===== src/rtl/piso_stream_ctrl_pkg.sv =====
// piso_pkg: shared state encoding and default geometry for piso_stream_ctrl.
// No ports. Exports: state_t (IDLE, STREAM), PISO_DEPTH, PISO_WIDTH.
package piso_pkg;
   typedef enum logic {IDLE = 1'b0, STREAM = 1'b1} state_t;
   localparam int PISO_DEPTH = 16;
   localparam int PISO_WIDTH = 8;
endpackage


===== src/rtl/piso_stream_ctrl_if.sv =====
// piso_stream_ctrl_if: batch handshake, bank strobes and output byte stream.
// Signals:
//   batch_valid/batch_ready  batch handshake from the compute array
//   flush                    synchronous abort of the current batch
//   piso_load/piso_shift     strobes to the bank; piso_sout is the bank's serial output
//   out_data/out_valid/out_ready/out_idx/out_last  byte stream towards the sink
// Modports: master = controller side, slave = environment (array, bank, sink).
interface piso_stream_ctrl_if
   import piso_pkg::*;
#(
   parameter int WIDTH = PISO_WIDTH,
   parameter int IDX_W = $clog2(PISO_DEPTH)
);
   logic batch_valid, batch_ready, flush, piso_load, piso_shift, out_valid, out_ready, out_last;
   logic [WIDTH-1:0] piso_sout, out_data;
   logic [IDX_W-1:0] out_idx;
   modport master (
      input  batch_valid, flush, piso_sout, out_ready,
      output batch_ready, piso_load, piso_shift, out_data, out_valid, out_idx, out_last
   );
   modport slave (
      output batch_valid, flush, piso_sout, out_ready,
      input  batch_ready, piso_load, piso_shift, out_data, out_valid, out_idx, out_last
   );
endinterface


===== src/rtl/piso_stream_ctrl_stall_counter.sv =====
// piso_stall_counter: saturating stall-cycle and completed-batch counters.
// Ports: clk, rst (async active-low), stall (valid beat not taken this cycle),
//        done (last beat accepted this cycle), stall_cnt[31:0], batch_cnt[15:0].
module piso_stall_counter (
   input  logic        clk,
   input  logic        rst,
   input  logic        stall,
   input  logic        done,
   output logic [31:0] stall_cnt,
   output logic [15:0] batch_cnt
);
   always_ff @(posedge clk or negedge rst)
      if (!rst) begin
         stall_cnt <= '0;
         batch_cnt <= '0;
      end else begin
         if (stall && !(&stall_cnt)) stall_cnt <= stall_cnt + 1'b1;
         if (done && !(&batch_cnt)) batch_cnt <= batch_cnt + 1'b1;
      end
endmodule


===== src/rtl/piso_stream_ctrl.sv =====
// piso_stream_ctrl: loads a DEPTH x WIDTH PISO bank and drains it as a valid/ready byte stream.
// Ports: clk, rst (async active-low), s (piso_stream_ctrl_if.master: batch handshake,
//        flush, bank load/shift strobes, serial input, output stream with index/last).
// Optional: define PISO_STALL_CNT_EN to add stall_cnt[31:0] and batch_cnt[15:0].
module piso_stream_ctrl
   import piso_pkg::*;
#(
   parameter int DEPTH = PISO_DEPTH,
   parameter int WIDTH = PISO_WIDTH,
   parameter int IDX_W = $clog2(DEPTH)
) (
   input logic clk,
   input logic rst,
   piso_stream_ctrl_if.master s
`ifdef PISO_STALL_CNT_EN
   ,
   output logic [31:0] stall_cnt,
   output logic [15:0] batch_cnt
`endif
);
   state_t state, state_nx;
   logic [IDX_W-1:0] idx, idx_nx;
   logic streaming, last, accept, done;
   assign streaming = state == STREAM;
   assign last      = idx == IDX_W'(DEPTH - 1);
   assign accept    = streaming && s.out_ready;
   assign done      = accept && last;
   always_ff @(posedge clk or negedge rst)
      if (!rst) begin
         state <= IDLE;
         idx   <= '0;
      end else begin
         state <= state_nx;
         idx   <= idx_nx;
      end
   // A load on the final beat keeps us in STREAM with no idle bubble.
   always_comb begin
      state_nx = s.flush ? IDLE : s.piso_load ? STREAM : done ? IDLE : state;
      idx_nx   = (s.flush || s.piso_load) ? '0 : s.piso_shift ? idx + 1'b1 : idx;
   end
   // The last beat needs no shift; the bank is either reloaded or abandoned.
   always_comb begin
      s.batch_ready = !s.flush && (!streaming || done);
      s.piso_load   = s.batch_valid && s.batch_ready;
      s.piso_shift  = !s.flush && accept && !last;
      s.out_valid   = streaming;
      s.out_data    = WIDTH'(s.piso_sout);
      s.out_idx     = idx;
      s.out_last    = streaming && last;
   end
`ifdef PISO_STALL_CNT_EN
   piso_stall_counter u_cnt (
      .clk       (clk),
      .rst       (rst),
      .stall     (streaming && !s.out_ready),
      .done      (done),
      .stall_cnt (stall_cnt),
      .batch_cnt (batch_cnt)
   );
`endif
endmodule


===== src/flat_wrapper.sv =====
// flat-port wrapper written by rule: the top's interface ports become plain ports
module piso_stream_ctrl_flat import piso_pkg::*;
#(
   parameter int DEPTH = PISO_DEPTH,
   parameter int WIDTH = PISO_WIDTH,
   parameter int IDX_W = $clog2(DEPTH)
)
  (clk, rst, s_batch_valid, s_flush, s_piso_sout, s_out_ready, s_batch_ready, s_piso_load, s_piso_shift, s_out_data, s_out_valid, s_out_idx, s_out_last);
  piso_stream_ctrl_if #(.WIDTH(WIDTH), .IDX_W(IDX_W)) s_i ();
  input logic clk;
  input logic rst;
  input wire logic [$bits(s_i.batch_valid)-1:0] s_batch_valid;
  input wire logic [$bits(s_i.flush)-1:0] s_flush;
  input wire logic [$bits(s_i.piso_sout)-1:0] s_piso_sout;
  input wire logic [$bits(s_i.out_ready)-1:0] s_out_ready;
  output wire logic [$bits(s_i.batch_ready)-1:0] s_batch_ready;
  output wire logic [$bits(s_i.piso_load)-1:0] s_piso_load;
  output wire logic [$bits(s_i.piso_shift)-1:0] s_piso_shift;
  output wire logic [$bits(s_i.out_data)-1:0] s_out_data;
  output wire logic [$bits(s_i.out_valid)-1:0] s_out_valid;
  output wire logic [$bits(s_i.out_idx)-1:0] s_out_idx;
  output wire logic [$bits(s_i.out_last)-1:0] s_out_last;
  assign s_i.batch_valid = s_batch_valid;
  assign s_i.flush = s_flush;
  assign s_i.piso_sout = s_piso_sout;
  assign s_i.out_ready = s_out_ready;
  assign s_batch_ready = s_i.batch_ready;
  assign s_piso_load = s_i.piso_load;
  assign s_piso_shift = s_i.piso_shift;
  assign s_out_data = s_i.out_data;
  assign s_out_valid = s_i.out_valid;
  assign s_out_idx = s_i.out_idx;
  assign s_out_last = s_i.out_last;
  piso_stream_ctrl #(.DEPTH(DEPTH), .WIDTH(WIDTH), .IDX_W(IDX_W)) u_core (.clk(clk), .rst(rst), .s(s_i));
endmodule

===== config.mk =====
export PLATFORM = sky130hd
export DESIGN_NAME = piso_stream_ctrl_flat
export DESIGN_NICKNAME = d
export VERILOG_FILES = /design/src/rtl/piso_stream_ctrl_pkg.sv /design/src/rtl/piso_stream_ctrl_if.sv /design/src/rtl/piso_stream_ctrl_stall_counter.sv /design/src/rtl/piso_stream_ctrl.sv /design/src/flat_wrapper.sv
export SDC_FILE = /design/constraint.sdc
export NUM_CORES = 1
export LEC_CHECK = 0
export ABC_CLOCK_PERIOD_IN_PS = 2550
export CORE_AREA = 2 2 39 41
export DETAILED_ROUTE_END_ITERATION = 7
export DIE_AREA = 0 0 41 43
export PLACE_DENSITY = 0.74
export SKIP_CTS_REPAIR_TIMING = 1
export SLEW_MARGIN = 10
export SYNTH_ARGS = -nofsm -noshare
export SYNTH_HDL_FRONTEND = slang
export SYNTH_SLANG_ARGS = --single-unit

===== constraint.sdc =====
create_clock -name clk -period 2.55 [get_ports clk]
set_input_delay 0.51 -clock clk [delete_from_list [all_inputs] [get_ports clk]]
set_output_delay 0.51 -clock clk [all_outputs]
set_load 0.02 [all_outputs]

==> results of run 1 <==
## cells in the final DEF, fill, tap and decap left out
master            n
nand3_1           4
and2_1            1
clkbuf_1          1
nand4_1           1
dlymetal6s2s_1    2
and3b_2           1
inv_1             1
and2_2            1
o41ai_1           1
dfrtp_1           5
nor3_1            1
ha_1              1
a21boi_0          1
a211oi_1          4
clkbuf_4          3
nand3b_1          1
clkdlybuf4s50_1  11
a31o_2            1
o31ai_1           2
nor2_1            1
or4_1             1
and3_2            1
nand2_2           1
a21oi_1           2
buf_4             3
## power groups by stage
stage / Combinational (mW) / Clock (mW) / Sequential [mW]
after detailed placement: 0.0339 / 0 / 0.0848
after global placement: 0.0339 / 0 / 0.0847
after floorplan: 0.0313 / 0 / 0.0863
after global routing: 0.0366 / 0.0963 / 0.0840
final: 0.0335 / 0.0874 / 0.0837
after CTS: 0.0340 / 0.0933 / 0.0836
## cell families after synthesis
logic type,synth area share
compound gates,0.213
fa+ha+maj,0.0332
buf+inv,0.189
flops,0.332
simple gates,0.233
## final cells by class
type                    instances  area, µm²  area share
multi-input cells              26        180       0.351
flip-flops and latches          5        125       0.244
well taps                      16       20.0      0.0390
inverters                       1       3.75     0.00732
clock buffers                   4       26.3      0.0512
repair buffers                 16        158       0.307
## flip-flops by register name, summed over array words and instances (netlist names)
name and count:
u_core.s.out_valid 1, u_core.s.out_idx 4
## worst max-delay path: stages, from the launching register on
cell and delay, ns:
dfrtp_1 0.42, ha_1 0.27, and3_2 0.27, and2_2 0.19, clkdlybuf4s50_1 0.53
## final timing paths
kind | to | slack, ns | depth (start not counted)
worst min-delay path | u_core.s.out_idx[3]$_DFFE_PN0P_ | 0.49 | 1
worst max-delay path | s_out_last | 0.13 | 4
max in group asynchronous | u_core.s.out_idx[1]$_DFFE_PN0P_ | 1.89 | 1
worst max register to register | u_core.s.out_idx[2]$_DFFE_PN0P_ | 0.94 | 5
min in group clk | u_core.s.out_idx[1]$_DFFE_PN0P_ | 0.61 | 2
worst min register to register | u_core.s.out_idx[1]$_DFFE_PN0P_ | 0.61 | 2
## per-layer routing
metal / share of wire / track usage / routed length, µm / vias to the layer above
met1: 0.46 / 0.139 / 359 / 163
met3: 0.055 / 0.0209 / 43 / 0
met5: 0 / 0 / 0 / -
met2: 0.49 / 0.134 / 383 / 10
li1: - / - / - / 170
met4: 0 / 0.100 / 0 / 0
## synth_stat cells
cell      n  area (µm²)
a211oi_1  4        30.0
a21boi_0  1        7.51
a21oi_1   2        10.0
a31o_2    1        8.76
and2_1    1        6.26
and2_2    1        7.51
and3_2    1        7.51
and3b_2   1        10.0
buf_4     9        67.6
dfrtp_1   5         125
ha_1      1        12.5
inv_1     1        3.75
nand2_2   1        6.26
nand3_1   4        20.0
nand3b_1  1        7.51
nand4_1   1        6.26
nor2_1    1        3.75
nor3_1    1        5.00
o31ai_1   2        15.0
o41ai_1   1        8.76
or4_1     1        7.51
## per-stage QoR
stage               std cells  cell area (µm²)  hold slack [ns]  utilization  setup slack, ns
CTS                        68              508            0.481        0.367           0.0173
floorplan                  41              377            0.214            -            0.445
finish                     68              513            0.486        0.371            0.126
global route               68              513            0.500        0.371           0.0294
global placement           64              482            0.601        0.348           0.0325
detailed placement         64              482            0.602        0.348           0.0206
==> results by group, run 1 <==
GRT
  – First-pass GRT wire length: 1210 µm
  – GRT Residual Overflow: 0
  – Largest net degree at the start of global routing: 11
  – Vias in the first global route: 311
  – Antenna violations before repair: 0
  – Tot GR Track Use: 0.105

Timing
  – Rel. slew slack: 0.688
  – Final setup fails: 0
  – Max Freq: 0.413 GHz
  – Fin crit share: 0.950
  – Final hold vios: 0
  – Min cycle time layout: 2.42 ns
  – Worst slew pin tran: 0.464 ns
  – Fin. max-slew vios: 0
  – Setup TNS: 0 ns
  – Setup Skew: 0.000963 ns
  – Unrepaired setup endpoints after global routing: no

Route
  – DR DRC count: 0
  – Vias per std cell: 5.04
  – First-pass DRT Iterations: 4
  – Final WL: 787 µm
  – Antenna Nets Post-Route: 0
  – Via count: 343
  – First-iteration detailed-routing DRC count: 4
  – Drt wl/cell: 11.6 µm

Setup path
  – Max FO, Critical Path: 5
  – CP Launch Type: flip-flop
  – CP Data Arrival Time: 1.91 ns
  – Worst path required time: 2.04 ns
  – Crit end category: output port
  – R2r startpoint: u_core.s.out_idx[0]$_DFFE_PN0P_
  – Critical path class: flip-flop to output port
  – CP Launch Point: u_core.s.out_idx[0]$_DFFE_PN0P_

Clock tree
  – TritonCTS clock tree: done
  – Latest clock arrival within the worst-skew pair: 0.23 ns
  – CTS sink count: 5
  – CTS Buf Count: 3
  – Register clock-pin slew on the reported worst setup and hold paths: 0.04 ns
  – Clock buffer depth: 2
  – H-tree depth: 1
  – Clock root buffer: clkbuf_4

Pwr
  – Logic pwr share: 0.164
  – Clock network power share: 0.427
  – Sw Ratio: 0.231
  – P_int: 157 µW
  – Flop pwr share: 0.409
  – Max VDD drop: 0.186 mV
  – Lkg Pwr: 0.228 nW
  – Sw Pwr: 47.2 µW
  – Pwr dens: 399 nW/µm²
  – Power, Total: 205 µW

Placed design
  – Port-buffer cells: 13
  – DP Wirelength: 637 µm
  – Placer Congestion: 0.663

Floorplanning
  – Starting Density: 0.272
  – Floorplan row count: 14
  – Die height: 43 µm
  – # IOs: 30
  – Die Wd: 41 µm
  – Total die area: 1760 µm²
  – Core ar.: 1380 µm²

Finish
  – Fill cells: 146
  – Nets: 67
  – Share of layout cells above drive strength 1: 0.212
  – P&R area growth vs syn: 36.2%
  – Ant. Diodes: 0

Yosys
  – Syn Area/Cell: 9.19 µm²
  – Sequential element share of the synthesized area: 0.332
  – Yosys Warn Count: 0
  – Syn Nets: 55
  – Flop and latch count out of synthesis: 5
  – Synth Cell Area: 377 µm²
  – Distinct cells, synth: 21
  – Cells after Synth: 41

Run
  – Number of max-cap violations: 0

Status
  – Status: finished clean

Hold path
  – Worst min-delay path class: primary input to async pin
No activity file was read; power rests on OpenSTA's default activity.
==> run 2: changes to the inputs <==
--- a/config.mk
+++ b/config.mk
@@ -5,11 +5,12 @@
 export SDC_FILE = /design/constraint.sdc
 export NUM_CORES = 1
 export LEC_CHECK = 0
+export ABC_AREA = 1
 export ABC_CLOCK_PERIOD_IN_PS = 2550
 export CORE_AREA = 2 2 39 41
 export DETAILED_ROUTE_END_ITERATION = 7
 export DIE_AREA = 0 0 41 43
-export PLACE_DENSITY = 0.74
+export PLACE_DENSITY = 0.76
 export SKIP_CTS_REPAIR_TIMING = 1
 export SLEW_MARGIN = 10
 export SYNTH_ARGS = -nofsm -noshare
==> run 2 against run 1 <==
Net effect:
- combinational power increased by 30%
- core utilization is 2.1 points higher
- routed wire length decreased by 2.3%
- total power grew 4.1%
- final cell count is 19% higher
- clock-buffer cell count did not move
- largest power group unchanged
- highest routed layer unchanged
==> results by group, run 2 <==
Route
  – Via count: 360 (+5.0%)
  – Final WL: 769 µm (-2.3%)
  – Vias per std cell: 4.44 (-12%)
  – Antenna Nets Post-Route: 0 (unchanged)
  – First-pass DRT Iterations: 4 (unchanged)
  – DR DRC count: 0 (unchanged)
  – First-iteration detailed-routing DRC count: 4 (unchanged)
  – Drt wl/cell: 9.49 µm (-18%)

Yosys
  – Yosys Warn Count: 0 (unchanged)
  – Sequential element share of the synthesized area: 0.307 (-0.0255)
  – Syn Area/Cell: 7.55 µm² (-18%)
  – Largest cells by area after synthesis: dfrtp_1, buf_4, nand2_1, inv_1, nor2_1
  – Distinct cells, synth: 17 (-19%)
  – Ys flop type: dfrtp_1
  – Number of synthesized flops with an enable pin: 0 (unchanged)
  – Syn Nets: 68 (+24%)
  – Leading area contributor after synthesis: dfrtp_1
  – Cells after Synth: 54 (+32%)
  – Post-synth ARST share: 1.00 (unchanged)
  – Synth top area share: 0.307 (-0.0255)
  – Synth Cell Area: 408 µm² (+8.3%)
  – Flop and latch count out of synthesis: 5 (unchanged)
  – Cell with the most instances after synthesis: nand2_1
  – Synth top cells by count: nand2_1, buf_4, inv_1, nor2_1, dfrtp_1

Setup path
  – Slowest stage delay, CP: 0.59 ns (+0.06 ns)
  – Worst path bufs/invs: 3 (+2)
  – CP most frequent cell: clkdlybuf4s50_1
  – CP Data Arrival Time: 1.90 ns (about the same)
  – Register-to-Register Path Depth: 7 (+2)
  – FF-to-FF setup slack: 1.14 ns (+0.20 ns)
  – Crit end category: output port
  – R2r endpoint: u_core.s.out_idx[2]$_DFFE_PN0P_
  – Worst path required time: 2.04 ns (about the same)
  – CP max-delay cell: clkdlybuf4s50_1
  – CP Launch Type: primary input
  – Critical Path, Cell by Cell: clkdlybuf4s50_1 > nor2_4 > nand2_2 > inv_2 > clkdlybuf4s50_1
  – Max FO, Critical Path: 5 (unchanged)
  – R2r startpoint: u_core.s.out_idx[0]$_DFFE_PN0P_
  – Crit path max-delay family: buffers and inverters
  – Critical path class: primary input to output port
  – Stages on worst setup path: 5 (+1)

Clock tree
  – CTS Buf Count: 3 (unchanged)
  – Clock buffer depth: 2 (unchanged)
  – CTS sink count: 5 (unchanged)
  – Register clock-pin slew on the reported worst setup and hold paths: 0.04 ns (about the same)
  – Clock root buffer: clkbuf_4
  – TritonCTS clock tree: done
  – Latest clock arrival within the worst-skew pair: 0.23 ns (about the same)
  – H-tree depth: 1 (unchanged)

Pwr
  – Max VDD drop: 0.185 mV (-0.43%)
  – Logic pwr share: 0.205 (+0.041)
  – Flop pwr share: 0.392 (-0.017)
  – Sw Pwr: 50.9 µW (+7.8%)
  – Lkg Pwr: 0.258 nW (+13%)
  – Clock network power share: 0.403 (-0.024)
  – Pwr dens: 393 nW/µm² (-1.4%)
  – P_int: 162 µW (+3.0%)
  – Sw Ratio: 0.239 (+0.00805)

Floorplanning
  – Die height: 43 µm (unchanged)
  – Floorplan row count: 14 (unchanged)
  – Die Wd: 41 µm (unchanged)
  – Core ar.: 1380 µm² (unchanged)
  – Total die area: 1760 µm² (unchanged)
  – Starting Density: 0.295 (+0.0226)
  – # IOs: 30 (unchanged)

Timing
  – Min cycle time layout: 2.41 ns (-0.0173 ns)
  – Fin crit share: 0.944 (-0.00679)
  – Setup Skew: 0.00187 ns (+0.000906 ns)
  – Final hold vios: 0 (unchanged)
  – Unrepaired setup endpoints after global routing: no
  – Rel. slew slack: 0.851 (+0.163)
  – Min Hold Slack: 0.492 ns (+0.00590 ns)
  – Worst slew pin tran: 0.224 ns (-0.240 ns)
  – Fin. max-slew vios: 0 (unchanged)
  – Max Freq: 0.416 GHz (+0.72%)
  – Final setup fails: 0 (unchanged)
  – Setup TNS: 0 ns (unchanged)

GRT
  – Antenna violations before repair: 0 (unchanged)
  – First-pass GRT wire length: 1110 µm (-8.6%)
  – GRT Residual Overflow: 0 (unchanged)
  – Vias in the first global route: 317 (+1.9%)
  – Tot GR Track Use: 0.0931 (-0.0121)
  – Largest net degree at the start of global routing: 8 (-3)

Finish
  – Commonest cells after routing, fill and taps aside: nand2_1, clkdlybuf4s50_1, inv_1
  – Nets: 80 (+19%)
  – Max reg flops: 4 (unchanged)
  – P&R area growth vs syn: 32.8%
  – Share of layout cells above drive strength 1: 0.185 (-0.0269)
  – Ant. Diodes: 0 (unchanged)

Placed design
  – Placer Congestion: 0.705 (+6.2%)
  – Port-buffer cells: 13 (unchanged)
  – DP Wirelength: 682 µm (+7.2%)

Status
  – Status: finished clean

Run
  – Number of max-cap violations: 0 (unchanged)

Hold path
  – Worst min-delay path class: primary input to async pin
## run 2: changes by cell type after synthesis, moves of 2 or more
cell	change
nand2_1	+12
inv_1	+6
nor2_1	+5
a211oi_1	-4
a21oi_1	-2
o31ai_1	-2
## run 2: how the worst max path moves through the flow
stage,from,to
global placement,s_out_ready,s_piso_load
floorplan,u_core.s.out_idx[0]$_DFFE_PN0P_,s_piso_load
CTS,u_core.s.out_idx[0]$_DFFE_PN0P_,s_piso_load
detailed placement,s_out_ready,s_piso_load
finish,s_flush,s_piso_shift
global route,s_flush,s_piso_shift
## run 2: layout make-up
class | instances | area [µm²]
flip-flops and latches | 5 | 125
clock buffers | 4 | 26.3
repair buffers | 15 | 148
multi-input cells | 33 | 193
fillers | 138 | 842
well taps | 16 | 20.0
inverters | 8 | 30.0
## run 2: kinds of logic (layout without fill, tap and decap cells)
| group | count (synthesis) | in the layout | synth area share |
|---|---|---|---|
| AO/OA/AOI/OAI | 2 | 2 | 0.0644 |
| adder cells (fa/ha/maj) | 1 | 1 | 0.0307 |
| buffers and inverters | 16 | 27 | 0.221 |
| flip-flops | 5 | 5 | 0.307 |
| AND/OR/NAND/NOR | 30 | 30 | 0.377 |
## run 2: power by group through the flow
stage / combinational [mW] / clock, mW / sequential (mW)
floorplan: 0.0374 / 0 / 0.0868
CTS: 0.0441 / 0.0906 / 0.0836
finish: 0.0436 / 0.0859 / 0.0836
global route: 0.0476 / 0.0948 / 0.0839
detailed placement: 0.0440 / 0 / 0.0847
global placement: 0.0435 / 0 / 0.0846
## run 2: worst register-to-register path, cell delays in order (launching register included)
cell and delay, ns:
dfrtp_1 0.40, ha_1 0.26, nand3_4 0.13, nand2_1 0.10
nand2_2 0.06, buf_4 0.14, o21bai_4 0.15, nor2_1 0.06
## run 2: per-stage QoR
step	setup slack, ns	instances	util	area (µm²)	power [mW]
final	0.144	81	0.392	542	0.213
after global routing	0.0595	81	0.392	542	0.226
after CTS	0.0842	81	0.390	539	0.218
after detailed placement	0.0966	77	0.371	513	0.129
after global placement	0.111	77	0.371	513	0.128
after floorplan	0.530	54	-	408	0.124
## run 2: routing by layer
layer  track usage  vias to the layer above  part of all wire
met5             0                        -                 0
met4        0.0600                        0                 0
met3        0.0157                        0             0.044
met2         0.163                        5              0.59
met1        0.0924                      173              0.36
li1              -                      182                 -
